<file path="config.mk">
export PLATFORM = sky130hd
export DESIGN_NAME = mac_accumulator_flat
export DESIGN_NICKNAME = d
export VERILOG_FILES = /design/src/rtl/mac_accumulator_if.sv /design/src/rtl/mac_accumulator.sv /design/src/flat_wrapper.sv
export SDC_FILE = /design/constraint.sdc
export NUM_CORES = 1
export LEC_CHECK = 0
export CAP_MARGIN = 40
export CORE_MARGIN = 10
export CORE_UTILIZATION = 40
export DETAILED_ROUTE_END_ITERATION = 8
export GPL_ROUTABILITY_DRIVEN = 0
export GPL_TIMING_DRIVEN = 0
export PLACE_DENSITY_LB_ADDON = 0.05
export SLEW_MARGIN = 20
export SYNTH_ARGS = -nofsm -noshare
export SYNTH_HDL_FRONTEND = slang
export SYNTH_SLANG_ARGS = --single-unit
</file>
<file path="constraint.sdc">
create_clock -name slow_clk -period 16.6 [get_ports slow_clk]
set_clock_uncertainty 0.2 [all_clocks]
set_input_delay 3.32 -clock slow_clk [delete_from_list [all_inputs] [get_ports slow_clk]]
set_output_delay 3.32 -clock slow_clk [all_outputs]
set_load 0.05 [all_outputs]
</file>
<file path="src/rtl/mac_accumulator_if.sv">
// Handshake bundle between the multiplier side, the accumulator and the result consumer.
// The accumulator drives through the slave modport; the stimulus or upstream logic uses master.
interface mac_accumulator_if #(
    parameter int WIDTH = 64,
    parameter int LEN_W = 16
);
    logic             start;
    logic [LEN_W-1:0] len;
    logic [WIDTH-1:0] prod;
    logic             prod_valid;
    logic             prod_ready;
    logic [WIDTH-1:0] res;
    logic             res_valid;
    logic             res_ready;
    logic             ovf;
    logic             busy;

    modport master (
        output start, len, prod, prod_valid, res_ready,
        input  prod_ready, res, res_valid, ovf, busy
    );

    modport slave (
        input  start, len, prod, prod_valid, res_ready,
        output prod_ready, res, res_valid, ovf, busy
    );
endinterface

</file>
<file path="src/rtl/mac_accumulator.sv">
// Sums a programmed number of signed products with optional saturation and
// returns the total over a valid/ready result handshake.
module mac_accumulator #(
    parameter int WIDTH    = 64,
    parameter int LEN_W    = 16,
    parameter int SATURATE = 1
) (
    input  logic             slow_clk,
    input  logic             rst,
    mac_accumulator_if.slave bus
);

    typedef enum logic [1:0] {
        IDLE  = 2'd0,
        ACCUM = 2'd1,
        DONE  = 2'd2
    } state_e;

    localparam logic [WIDTH-1:0] MAX_POS = {1'b0, {(WIDTH-1){1'b1}}};
    localparam logic [WIDTH-1:0] MAX_NEG = {1'b1, {(WIDTH-1){1'b0}}};

    // Signed overflow: operands agree in sign but the sum does not.
    function automatic logic add_ovf(input logic [WIDTH-1:0] a,
                                     input logic [WIDTH-1:0] b,
                                     input logic [WIDTH-1:0] s);
        return (a[WIDTH-1] == b[WIDTH-1]) && (s[WIDTH-1] != a[WIDTH-1]);
    endfunction

    state_e           state_r;
    state_e           state_nxt_s;
    logic [WIDTH-1:0] acc_r;
    logic [WIDTH-1:0] acc_nxt_s;
    logic [LEN_W-1:0] count_r;
    logic [LEN_W-1:0] count_nxt_s;
    logic [LEN_W-1:0] len_q_r;
    logic [LEN_W-1:0] len_q_nxt_s;
    logic             ovf_r;
    logic             ovf_nxt_s;
    logic [WIDTH-1:0] res_r;
    logic             res_valid_r;
    logic             prod_ready_r;
    logic             busy_r;
    logic [WIDTH-1:0] sum_s;
    logic             ovf_det_s;
    logic             accept_s;
    logic             last_s;

    assign sum_s     = acc_r + bus.prod;
    assign ovf_det_s = add_ovf(acc_r, bus.prod, sum_s);
    assign accept_s  = (state_r == ACCUM) && bus.prod_valid && prod_ready_r;
    assign last_s    = ((count_r + LEN_W'(1)) == len_q_r);

    // State register.
    always_ff @(posedge slow_clk or posedge rst) begin
        if (rst) begin
            state_r <= IDLE;
        end else begin
            state_r <= state_nxt_s;
        end
    end

    // Next-state decode; start is only looked at in IDLE.
    always_comb begin
        state_nxt_s = state_r;
        case (state_r)
            IDLE: begin
                if (bus.start) begin
                    state_nxt_s = (bus.len != {LEN_W{1'b0}}) ? ACCUM : DONE;
                end else begin
                    state_nxt_s = IDLE;
                end
            end
            ACCUM: begin
                if (accept_s && last_s) begin
                    state_nxt_s = DONE;
                end else begin
                    state_nxt_s = ACCUM;
                end
            end
            DONE: begin
                if (bus.res_ready) begin
                    state_nxt_s = IDLE;
                end else begin
                    state_nxt_s = DONE;
                end
            end
            default: state_nxt_s = IDLE;
        endcase
    end

    // Accumulator datapath next values; positive overflow yields a negative raw sum.
    always_comb begin
        acc_nxt_s   = acc_r;
        count_nxt_s = count_r;
        len_q_nxt_s = len_q_r;
        ovf_nxt_s   = ovf_r;
        case (state_r)
            IDLE: begin
                if (bus.start) begin
                    acc_nxt_s   = {WIDTH{1'b0}};
                    count_nxt_s = {LEN_W{1'b0}};
                    len_q_nxt_s = bus.len;
                    ovf_nxt_s   = 1'b0;
                end else begin
                    acc_nxt_s   = acc_r;
                end
            end
            ACCUM: begin
                if (accept_s) begin
                    count_nxt_s = count_r + LEN_W'(1);
                    ovf_nxt_s   = ovf_r | ovf_det_s;
                    if (ovf_det_s && (SATURATE != 0)) begin
                        acc_nxt_s = sum_s[WIDTH-1] ? MAX_POS : MAX_NEG;
                    end else begin
                        acc_nxt_s = sum_s;
                    end
                end else begin
                    acc_nxt_s = acc_r;
                end
            end
            DONE:    acc_nxt_s = acc_r;
            default: acc_nxt_s = acc_r;
        endcase
    end

    // Datapath registers.
    always_ff @(posedge slow_clk or posedge rst) begin
        if (rst) begin
            acc_r   <= {WIDTH{1'b0}};
            count_r <= {LEN_W{1'b0}};
            len_q_r <= {LEN_W{1'b0}};
            ovf_r   <= 1'b0;
        end else begin
            acc_r   <= acc_nxt_s;
            count_r <= count_nxt_s;
            len_q_r <= len_q_nxt_s;
            ovf_r   <= ovf_nxt_s;
        end
    end

    // Registered handshake outputs, derived from the state being entered.
    always_ff @(posedge slow_clk or posedge rst) begin
        if (rst) begin
            res_r        <= {WIDTH{1'b0}};
            res_valid_r  <= 1'b0;
            prod_ready_r <= 1'b0;
            busy_r       <= 1'b0;
        end else begin
            prod_ready_r <= (state_nxt_s == ACCUM);
            busy_r       <= (state_nxt_s != IDLE);
            res_valid_r  <= (state_nxt_s == DONE);
            if ((state_r != DONE) && (state_nxt_s == DONE)) begin
                res_r <= acc_nxt_s;
            end else begin
                res_r <= res_r;
            end
        end
    end

    assign bus.res        = res_r;
    assign bus.res_valid  = res_valid_r;
    assign bus.prod_ready = prod_ready_r;
    assign bus.busy       = busy_r;
    assign bus.ovf        = ovf_r;

endmodule
</file>
<file path="src/flat_wrapper.sv">
// flat-port wrapper written by rule: the top's interface ports become plain ports
module mac_accumulator_flat 
#(
    parameter int WIDTH    = 64,
    parameter int LEN_W    = 16,
    parameter int SATURATE = 1
)
  (slow_clk, rst, bus_start, bus_len, bus_prod, bus_prod_valid, bus_res_ready, bus_prod_ready, bus_res, bus_res_valid, bus_ovf, bus_busy);
  mac_accumulator_if #(.WIDTH(WIDTH), .LEN_W(LEN_W)) bus_i ();
  input  logic slow_clk;
  input  logic rst;
  input wire logic [$bits(bus_i.start)-1:0] bus_start;
  input wire logic [$bits(bus_i.len)-1:0] bus_len;
  input wire logic [$bits(bus_i.prod)-1:0] bus_prod;
  input wire logic [$bits(bus_i.prod_valid)-1:0] bus_prod_valid;
  input wire logic [$bits(bus_i.res_ready)-1:0] bus_res_ready;
  output wire logic [$bits(bus_i.prod_ready)-1:0] bus_prod_ready;
  output wire logic [$bits(bus_i.res)-1:0] bus_res;
  output wire logic [$bits(bus_i.res_valid)-1:0] bus_res_valid;
  output wire logic [$bits(bus_i.ovf)-1:0] bus_ovf;
  output wire logic [$bits(bus_i.busy)-1:0] bus_busy;
  assign bus_i.start = bus_start;
  assign bus_i.len = bus_len;
  assign bus_i.prod = bus_prod;
  assign bus_i.prod_valid = bus_prod_valid;
  assign bus_i.res_ready = bus_res_ready;
  assign bus_prod_ready = bus_i.prod_ready;
  assign bus_res = bus_i.res;
  assign bus_res_valid = bus_i.res_valid;
  assign bus_ovf = bus_i.ovf;
  assign bus_busy = bus_i.busy;
  mac_accumulator #(.WIDTH(WIDTH), .LEN_W(LEN_W), .SATURATE(SATURATE)) u_core (.slow_clk(slow_clk), .rst(rst), .bus(bus_i));
endmodule
</file>
=== Word-level counts from Yosys, hierarchy flattened ===
Cells that the tools add are included.

* Bitwise operators: 1
* Multiply operators: 0
* Shifts and indexed selects: 0
* Muxes and demuxes: 16
* Order comparisons: 0
* Eq/ne operators: 10
* Reduce and logical (&&, ||, !) cells: 11
* Div/mod/pow operators: 0
* $add $sub $neg: 2

{| class="wikitable"
|+ Operator list
! operator !! count
|-
| 64-bit two-way mux || 4
|-
| 64-bit case mux with 2 select lines || 1
|-
| 64-bit adder || 1
|-
| 16-bit two-way mux || 2
|-
| 16-bit case mux with 2 select lines || 1
|-
| 16-bit by 1-bit adder with 16-bit output (second input constant) || 1
|-
| 16-bit == test || 1
|-
| 16-bit nonzero test || 1
|-
| 2-bit two-way mux || 4
|-
| 2-bit case mux with 3 select lines || 1
|-
| 1-bit logical AND || 5
|-
| 2-bit by 1-bit == test with 1-bit output (second input constant) || 2
|-
| 2-bit == test (second input constant) || 2
|-
| 2-bit inequality test (second input constant) || 2
|-
| 2-bit nonzero test || 2
|-
| 3-bit AND reduction || 1
|-
| 2-bit zero test || 1
|-
| 1-bit two-way mux || 2
|-
| 2-bit by 1-bit inequality test with 1-bit output (second input constant) || 1
|-
| 1-bit case mux with 2 select lines || 1
|-
| 2-bit AND reduction || 1
|-
| 1-bit == test || 1
|-
| 1-bit inequality test || 1
|-
| 1-bit bitwise OR || 1
|}

* Word-level logic and storage cells: 49
* Output and inout bits: 68
* RAM bits: 0
* Bits in registers: 166
* Memories kept: 0
* Input port bits: 85
* Bits in read-only memories: 0
* Latch bits: 0

=== Logic depth before layout (Yosys ltp) ===
Gate-level depths: netlist of run 1.

* Word-level depth: 8
* Gate-level depth with buffers: 20
* Depth with buffers taken out: 18

=== Least setup slack after synthesis of run 1 ===
OpenSTA, ideal clock, no wires.

* Path kind: in2reg
* Start point: input port bus_prod[18]
* End point: register u_core.res_r[34] (netlist: u_core.bus.res[34])
* Stages: 18
* Required time: 16.275 ns
* Library setup time: 0.125 ns
* Arrival: 7.388 ns
* Slack: 8.887 ns
* Buffers on the path: 3
* Cells stage by stage: ha_1 -> buf_6 -> a21o_1 -> a21oi_2 -> nor2b_1 -> or3_1 -> a2111o_1 -> o21ai_0 -> o21ai_0 -> a21oi_1 -> o21ai_0 -> fa_1 -> and3_1 -> nor2_1 -> clkbuf_1 -> clkbuf_1 -> a21oi_1 -> mux2_2

* Cells in the longest elaborated chain, start to end: 6
* Elaborated cells between the ends (all ways): 7
* Those cells by class: add/sub: 1; eq/ne: 1; mux: 4; reduce/logical: 1

{| class="wikitable"
|+ Ends and longest elaborated chain
! what !! line !! source
|-
| start, declared || flat_wrapper.sv:14 || <nowiki>input wire logic [$bits(bus_i.prod)-1:0] bus_prod;</nowiki>
|-
| 64-bit adder (*) || mac_accumulator.sv:48 || <nowiki>assign sum_s = acc_r + bus.prod;</nowiki>
|-
| 1-bit inequality test || mac_accumulator.sv:26 || <nowiki>return (a[WIDTH-1] == b[WIDTH-1]) && (s[WIDTH-1] != a[WIDTH-1]);</nowiki>
|-
| 1-bit logical AND || mac_accumulator.sv:26 ||
|-
| 64-bit two-way mux (*) || mac_accumulator.sv:112 || <nowiki>if (ovf_det_s && (SATURATE != 0)) begin</nowiki>
|-
| 64-bit two-way mux (*) || mac_accumulator.sv:109 || <nowiki>if (accept_s) begin</nowiki>
|-
| 64-bit case mux with 2 select lines (*) || mac_accumulator.sv:97 || <nowiki>case (state_r)</nowiki>
|-
| end signal, assigned || mac_accumulator.sv:144 || <nowiki>res_r <= {WIDTH{1'b0}};</nowiki>
|-
| end signal, assigned || mac_accumulator.sv:153 || <nowiki>res_r <= acc_nxt_s;</nowiki>
|-
| end signal, assigned || mac_accumulator.sv:155 || <nowiki>res_r <= res_r;</nowiki>
|-
| end, declared || mac_accumulator.sv:39 || <nowiki>logic [WIDTH-1:0] res_r;</nowiki>
|}

Every way passes the cells marked *; elsewhere a longest branch is shown, timed or not.
A chain may end at the register's enable or synchronous reset.

=== Final worst setup path of run 1 ===
* Start point: input port bus_prod[22]
* End point: register u_core.res_r[33] (netlist: u_core.bus.res[33])

The elaborated chain is that of the path after synthesis.

==> reports/qor.yml, run 1 <==
core_area_um2: 26800
status: "completed"
switchingPower_mw: 1.114
seq_area_um2: 4154
numClockSinks: 166
report.final.slew_viol_count: 0
synth_compound_area_share_pct: 21.59
startpoint_type: "primary input"
max-clock-path-buffers: 2
dp_hpwl_um: 27350
yosysSeqAreaShare_pct: 38.29
multi_input_area_um2: 6297
rsz0062_at_grt: "false"
first_pass_iters: 5
setup_tns_ps: 0
path_max_fanout: 10
dieArea_um2: 34110
fin_crit_sh_pct: 59.88
synthMuxAreaShare_pct: 5.040
yosys.area.top_type_share_pct: 38.29
synth_top_family_by_area: "compound AO/OA/AOI/OAI gates"
pwr-share-seq_pct: 25.4
area_growth_pct: 23.94
grtUsageTotal_pct: 20.99
die_x_um: 184.7
grt_pass1_vias: 9926
wire_per_inst_um: 20.10
yosys_warnings: 0
setup_viol: 0
max_cap_viol_count: 0
p_leak_nw: 5.996
dieHeight_um: 184.7
overflow: 0
synthArstFlopShare_pct: 100.0
setup_slack_ps: 6660
critPathCaptureType: "flop"
h-tree-depth: 4
placementRows: 60
root_buffer: "clkbuf_16"
ctsResizeCount: 0
clock_latency_ps: 450
syn-num-nets: 1400
final_antenna_net_count: 0
vdd_ir_drop_max_uv: 59.26
synth-simple-area-share_pct: 17.69
hold_viol_final: 0
synth_fa_ha_area_share_pct: 7.751
pwr-share-comb_pct: 57.1
synth.distinct_cells: 76
drtIter0Drc: 761
ctsHoldBuffers: 0
postCtsSetupBuffers: 0
p_clk_share_pct: 17.5
min_period_ps: 9940
start_util_pct: 40.48
worst_pin_slew_ps: 836.5
p_per_area_nw_per_um2: 174.9
syn_avg_cell_area_um2: 8.685
numPortBuffers: 152
crit_required_ps: 16720
whs_path_depth: 1
yosysTopAreaCell: "dfrtp_1"
synth_edf_count: 0
ff2ff_path_depth: 16
synthXorXnorAreaFrac_pct: 5.975
grt_pass1_wl_um: 55840
cts_tree: "done"
fill_cells: 2564
pin_count: 153
worstSetupPathType: "in2reg"
holdWs_ps: 282.7
grt_max_degree: 95
drc: 0
yosys-top-cells-area: "dfrtp_1 38%, ha_1 7.4%, nand2_1 5.7%"
fin_util_pct: 50.17
clkTransAtPathRegs_ps: 70
cts_buffers: 17
relSlewSlack_pct: 44.03
vias: 9850
drive_gt1_share_pct: 8.212
synth_area_um2: 10850
sw_frac_of_total_pct: 47.38
max_clock_freq_mhz: 100.6
netlist_instances: 1249
place_ws_ps: 6258
ys.flop_type: "dfrtp_1"
vias_per_cell: 5.540
stdcell_area_um2: 13450
holdCritPathClass: "reg2reg"
arrival_ps: 10060
intPower_mw: 1.238
place_area_um2: 12860
antenna_cells: 0
ys_ff_latch: 166
wl_um: 35740
antenna_found_initial: 0
nNetsFinal: 1575
-- worst paths after layout --
path,startpoint,to,slack (ps)
hold / removal,u_core.acc_r[45],u_core.acc_r[45],280
setup reg to reg,u_core.acc_r[23],u_core.bus.res[33],9670
min in group asynchronous,rst,u_core.bus.res[11],3190
hold reg to reg,u_core.acc_r[45],u_core.acc_r[45],280
max in group asynchronous,rst,u_core.acc_r[22],12200
setup / recovery,bus_prod[22],u_core.bus.res[33],6660
-- cells in the mapped netlist (12+ instances only) --
master and count:
dfrtp_1 166, nand2_1 165, nor2_1 115, o21ai_0 109
a21oi_1 103, ha_1 64, clkbuf_1 56, a21o_1 46
xnor2_1 44, mux2_2 40, nand3_1 33, a31oi_1 31
xor2_1 30, nand4_1 27, inv_1 23, nor3_1 17
o21bai_1 14, buf_2 12, or3_1 12
-- through the flow --
| stage | instances | total power [mW] |
|---|---|---|
| after floorplan | 1249 | 1.558 |
| after global placement | 1742 | 1.912 |
| after detailed placement | 1746 | 1.929 |
| after CTS | 1778 | 2.348 |
| after global routing | 1778 | 2.538 |
| final | 1778 | 2.352 |
-- cell type report --
cell class	count	area share [%]
Multi-Input combinational cell	985	46.84
Clock buffer	17	3.164
Tap cell	341	3.173
Sequential cell	166	30.90
Inverter	23	0.6979
Timing Repair Buffer	156	11.72
Clock inverter	15	1.210
Buffer	75	2.308
-- placed cells by master, fill, tap and decap left out, types with 4 or more instances in the layout --
cell and count:
inv_6 5, and3_1 11, and2_1 6, nand4_1 27, inv_1 22, o211ai_1 6, inv_8 4, dfrtp_1 166
buf_2 12, mux2_2 40, o31ai_1 7, nand2_1 165, a21oi_1 103, mux2i_1 7, a211oi_1 5, ha_1 64
o31a_1 4, clkdlybuf4s50_1 152, o21a_1 6, a31oi_1 31, nand3_1 33, o21ai_0 109, nor2b_1 7, xnor2_1 44
or3_1 12, o21bai_1 14, nor3_1 17, xor2_1 30, nor4_1 11, nor2_1 115, clkbuf_16 17, a21oi_2 4
a21o_1 46, clkbuf_1 56
-- kinds of logic after synthesis --
group           Yosys count
compound gates          373
flops                   166
mux                      49
fa+ha+maj                66
simple gates            423
xor+xnor                 74
buf+inv                  98
-- layer usage --
| layer | global-route usage (%) | routed length [µm] |
|---|---|---|
| met2 | 34.11 | 16670 |
| met4 | 6.274 | 828 |
| met1 | 27.56 | 16220 |
| met3 | 4.135 | 2012 |
| met5 | 0 | 0 |
-- power groups by stage --
| stage | logic [mW] | clock network, mW | registers, mW |
|---|---|---|---|
| finish | 1.34 | 0.411 | 0.598 |
| detailed placement | 1.32 | 0 | 0.606 |
| global placement | 1.31 | 0 | 0.602 |
| floorplan | 0.945 | 0 | 0.613 |
| CTS | 1.33 | 0.418 | 0.598 |
| global route | 1.49 | 0.435 | 0.612 |
-- critical path, stage by stage --
cell	delay [ps]
clkdlybuf4s50_1	490
ha_1	310
clkbuf_1	250
nand4_1	280
nor4_1	520
nor4b_1	630
o21ai_0	390
o21ai_0	510
a21oi_1	140
o21ai_0	240
fa_1	500
and3_1	200
nor2_1	640
clkbuf_1	550
clkbuf_1	590
a21oi_1	190
mux2_2	310
-- registers in the layout (all words and copies together) (netlist names) --
name / cells
u_core.acc_r: 64
u_core.bus.busy: 1
u_core.bus.ovf: 1
u_core.bus.prod_ready: 1
u_core.bus.res: 64
u_core.bus.res_valid: 1
u_core.count_r: 16
u_core.len_q_r: 16
u_core.state_r: 2
Note: power is estimated with default switching activity, not from simulation.
==> run 2, diff against run 1 <==
==> constraint.sdc (replaced) <==
create_clock -name slow_clk -period 9.5 [get_ports slow_clk]
set_clock_uncertainty 0.2 [all_clocks]
set_input_delay 1.9 -clock slow_clk [delete_from_list [all_inputs] [get_ports slow_clk]]
set_output_delay 1.9 -clock slow_clk [all_outputs]
set_load 0.05 [all_outputs]
==> results of run 2 <==
Same layout as run 1 (identical final DEF). Status: completed.
Among the figures that moved: setup slack after placement 6258 ps -> 578.0 ps; setup slack after layout 6660 ps -> 980.4 ps; register-to-register setup slack 9670 ps -> 2570 ps; total power 2.352 mW -> 4.110 mW; worst IR drop on VDD 59.26 µV -> 103.6 µV
==> run 3, diff against run 2 <==
--- a/config.mk
+++ b/config.mk
@@ -6,12 +6,15 @@
 export NUM_CORES = 1
 export LEC_CHECK = 0
 export CAP_MARGIN = 40
+export CELL_PAD_IN_SITES_DETAIL_PLACEMENT = 0
+export CELL_PAD_IN_SITES_GLOBAL_PLACEMENT = 1
 export CORE_MARGIN = 10
 export CORE_UTILIZATION = 40
 export DETAILED_ROUTE_END_ITERATION = 8
 export GPL_ROUTABILITY_DRIVEN = 0
-export GPL_TIMING_DRIVEN = 0
+export GPL_TIMING_DRIVEN = 1
 export PLACE_DENSITY_LB_ADDON = 0.05
+export SETUP_SLACK_MARGIN = 0.5
 export SLEW_MARGIN = 20
 export SYNTH_ARGS = -nofsm -noshare
 export SYNTH_HDL_FRONTEND = slang
==> run 3 against run 2 <==
Effect of this change: first-iteration DRC count shrank 26%; register-to-register slack gained 1200 ps; final cell count shrank 3.6%; critical endpoint is now u_core.bus.res[55]; combinational power shrank 3%; highest routed layer unchanged; die area is the same.
==> reports/qor.yml, run 3 (same netlist as run 1, synthesis figures left out) <==
vdd_ir_drop_max_uv: 108.8  # was 103.6 µV
ctsResizeCount: 0  # unchanged
gr-usage-met2_pct: 32.18  # was 34.11%
drc: 0  # unchanged
grt-busiest-layer: "met2"  # unchanged
crit_required_ps: 9650  # was 9620 ps
use_met3_pct: 4.253  # was 4.135%
die_x_um: 184.7  # unchanged
cts_buffers: 17  # unchanged
crit_path_top_delay_cell: "fa_1"  # was nor2_1
nNetsFinal: 1511  # was 1575
path_max_fanout: 16  # was 10
fin_crit_sh_pct: 76.49  # was 89.68%
first_pass_iters: 5  # unchanged
p_per_area_nw_per_um2: 305.9  # was 305.7 nW/µm²
setup_tns_ps: 0  # unchanged
clkTransAtPathRegs_ps: 70  # about the same
numClockSinks: 166  # unchanged
max_cap_viol_count: 0  # unchanged
max-clock-path-buffers: 2  # unchanged
grt_max_degree: 72  # was 95
vias: 9563  # was 9850
start_util_pct: 40.48  # unchanged
worst_pin_slew_ps: 738.9  # was 836.5 ps
layout_commonest_cell: "dfrtp_1"  # unchanged
final_cell_mix: "166 x dfrtp_1, 165 x nand2_1, 152 x clkdlybuf4s50_1"  # unchanged
p_leak_nw: 5.909  # was 5.996 nW
hold_viol_final: 0  # unchanged
placementRows: 60  # unchanged
dieHeight_um: 184.7  # unchanged
dp_hpwl_um: 25010  # was 27350 µm
wl_um: 33350  # was 35740 µm
vias_per_cell: 5.579  # was 5.540
grt_pass1_wl_um: 53470  # was 55840 µm
numPortBuffers: 152  # unchanged
critPathMostFrequentCell: "o21ai_0"
setup_viol: 0  # unchanged
pin_count: 153  # unchanged
min_period_ps: 7267  # was 8520 ps
path_cells: "clkdlybuf4s50_1 > ha_1 > and2_1 > nand3_1 > nor4_1 > nor4b_1 > o21ai_0 > o21ai_0 > a21oi_1 > o21ai_0 > fa_1 > or3_1 > nand2_1 > buf_4 > nor4_1 > a311oi_1 > nand2_1 > o21ai_0"  # was clkdlybuf4s50_1 > ha_1 > clkbuf_1 > nand4_1 > nor4_1 > nor4b_1 > o21ai_0 > o21ai_0 > a21oi_1 > o21ai_0 > fa_1 > and3_1 > nor2_1 > clkbuf_1 > clkbuf_1 > a21oi_1 > mux2_2
report.final.slew_viol_count: 0  # unchanged
use_met1_pct: 26.07  # was 27.56%
drive_gt1_share_pct: 8.376  # was 8.212%
max_clock_freq_mhz: 137.6  # was 117.4 MHz
antenna_found_initial: 0  # unchanged
overflow: 0  # unchanged
arrival_ps: 7410  # was 8640 ps
final_antenna_net_count: 0  # unchanged
relSlewSlack_pct: 50.70  # was 44.03%
cpPeakStageDelay_ps: 490  # was 640 ps
wire_per_inst_um: 19.46  # was 20.10 µm
core_area_um2: 26800  # unchanged
cts_tree: "done"  # unchanged
setup_slack_ps: 2233  # was 980.4 ps
worst-path-buf-inv: 2  # was 4
drtIter0Drc: 562  # was 761
clock_latency_ps: 440  # was 450 ps
rsz0062_at_grt: "false"  # unchanged
postCtsSetupBuffers: 0  # unchanged
dieArea_um2: 34110  # unchanged
area_growth_pct: 22.03  # was 23.94%
grt_pass1_vias: 9633  # was 9926
h-tree-depth: 4  # unchanged
place_ws_ps: 1817  # was 578.0 ps
startpoint_type: "primary input"  # unchanged
critPathCaptureType: "flop"  # unchanged
status: "completed"  # unchanged
crit_family: "simple AND/OR/NAND/NOR gates"  # unchanged
ctsHoldBuffers: 0  # unchanged
worstSetupPathType: "in2reg"  # unchanged
holdCritPathClass: "reg2reg"  # unchanged
antenna_cells: 0  # unchanged
root_buffer: "clkbuf_16"  # unchanged
grtUsageTotal_pct: 19.70  # was 20.99%
==> run 3: cell types whose count changed in the layout (fill, tap and decap cells not counted), sizes merged <==
| cell | previous run | this run |
|---|---|---|
| clkbuf | 75 | 17 |
| buf | 21 | 15 |
| clkinvlp | 1 | 0 |
| inv | 31 | 29 |
| bufinv | 1 | 0 |
| clkinv | 5 | 9 |
==> run 3: stage by stage <==
step	instances	cell area [µm²]	util [%]	power [mW]	hold WS [ps]
after detailed placement	1682	12630	47.12	3.336	264.1
final	1714	13240	49.39	4.049	278.6
after floorplan	1249	10850	-	2.722	242.8
after global routing	1714	13240	49.39	4.389	291.2
after CTS	1714	13240	49.39	4.062	280.1
after global placement	1680	12610	47.04	3.328	256.9
==> run 3: area by class of cell <==
class | count | area (µm²)
tap | 341 | 426.7
fill | 2661 | 13560
multi-input combinational | 985 | 6315
clock inverter | 15 | 183.9
timing repair buffer | 167 | 1642
inverter | 23 | 91.34
sequential | 166 | 4154
clock buffer | 17 | 425.4
==> run 3: layer usage <==
metal / share of wire, % / wire length [µm] / vias to the layer above
met1: 47 / 15620 / 4625
met5: 0 / 0 / -
met4: 1.3 / 442 / 0
met3: 5.2 / 1735 / 26
met2: 47 / 15550 / 198
li1: - / - / 4714
==> run 3: final timing paths <==
check                                 start                 end  slack [ps]  cells past startpoint
min in group asynchronous               rst  u_core.bus.res[56]        1730                      2
setup / recovery               bus_prod[36]  u_core.bus.res[55]        2230                     18
hold / removal             u_core.acc_r[55]    u_core.acc_r[55]         280                      2
setup reg to reg           u_core.acc_r[36]  u_core.bus.res[55]        3720                     17
hold reg to reg            u_core.acc_r[55]    u_core.acc_r[55]         280                      2
max in group asynchronous               rst    u_core.acc_r[58]        6180                      3
==> run 3: worst register-to-register path: cells and delay by family (launching register included) <==
family / cells / cell delay [ps]
AO/OA/AOI/OAI: 6 / 1460
flip-flops: 1 / 390
buffers and inverters: 1 / 330
AND/OR/NAND/NOR: 8 / 2420
adder cells (fa/ha/maj): 2 / 900
==> run 3: power by group <==
group          internal, mW  switching, mW
logic                 0.885           1.41
clock network         0.357          0.354
registers             0.910          0.137
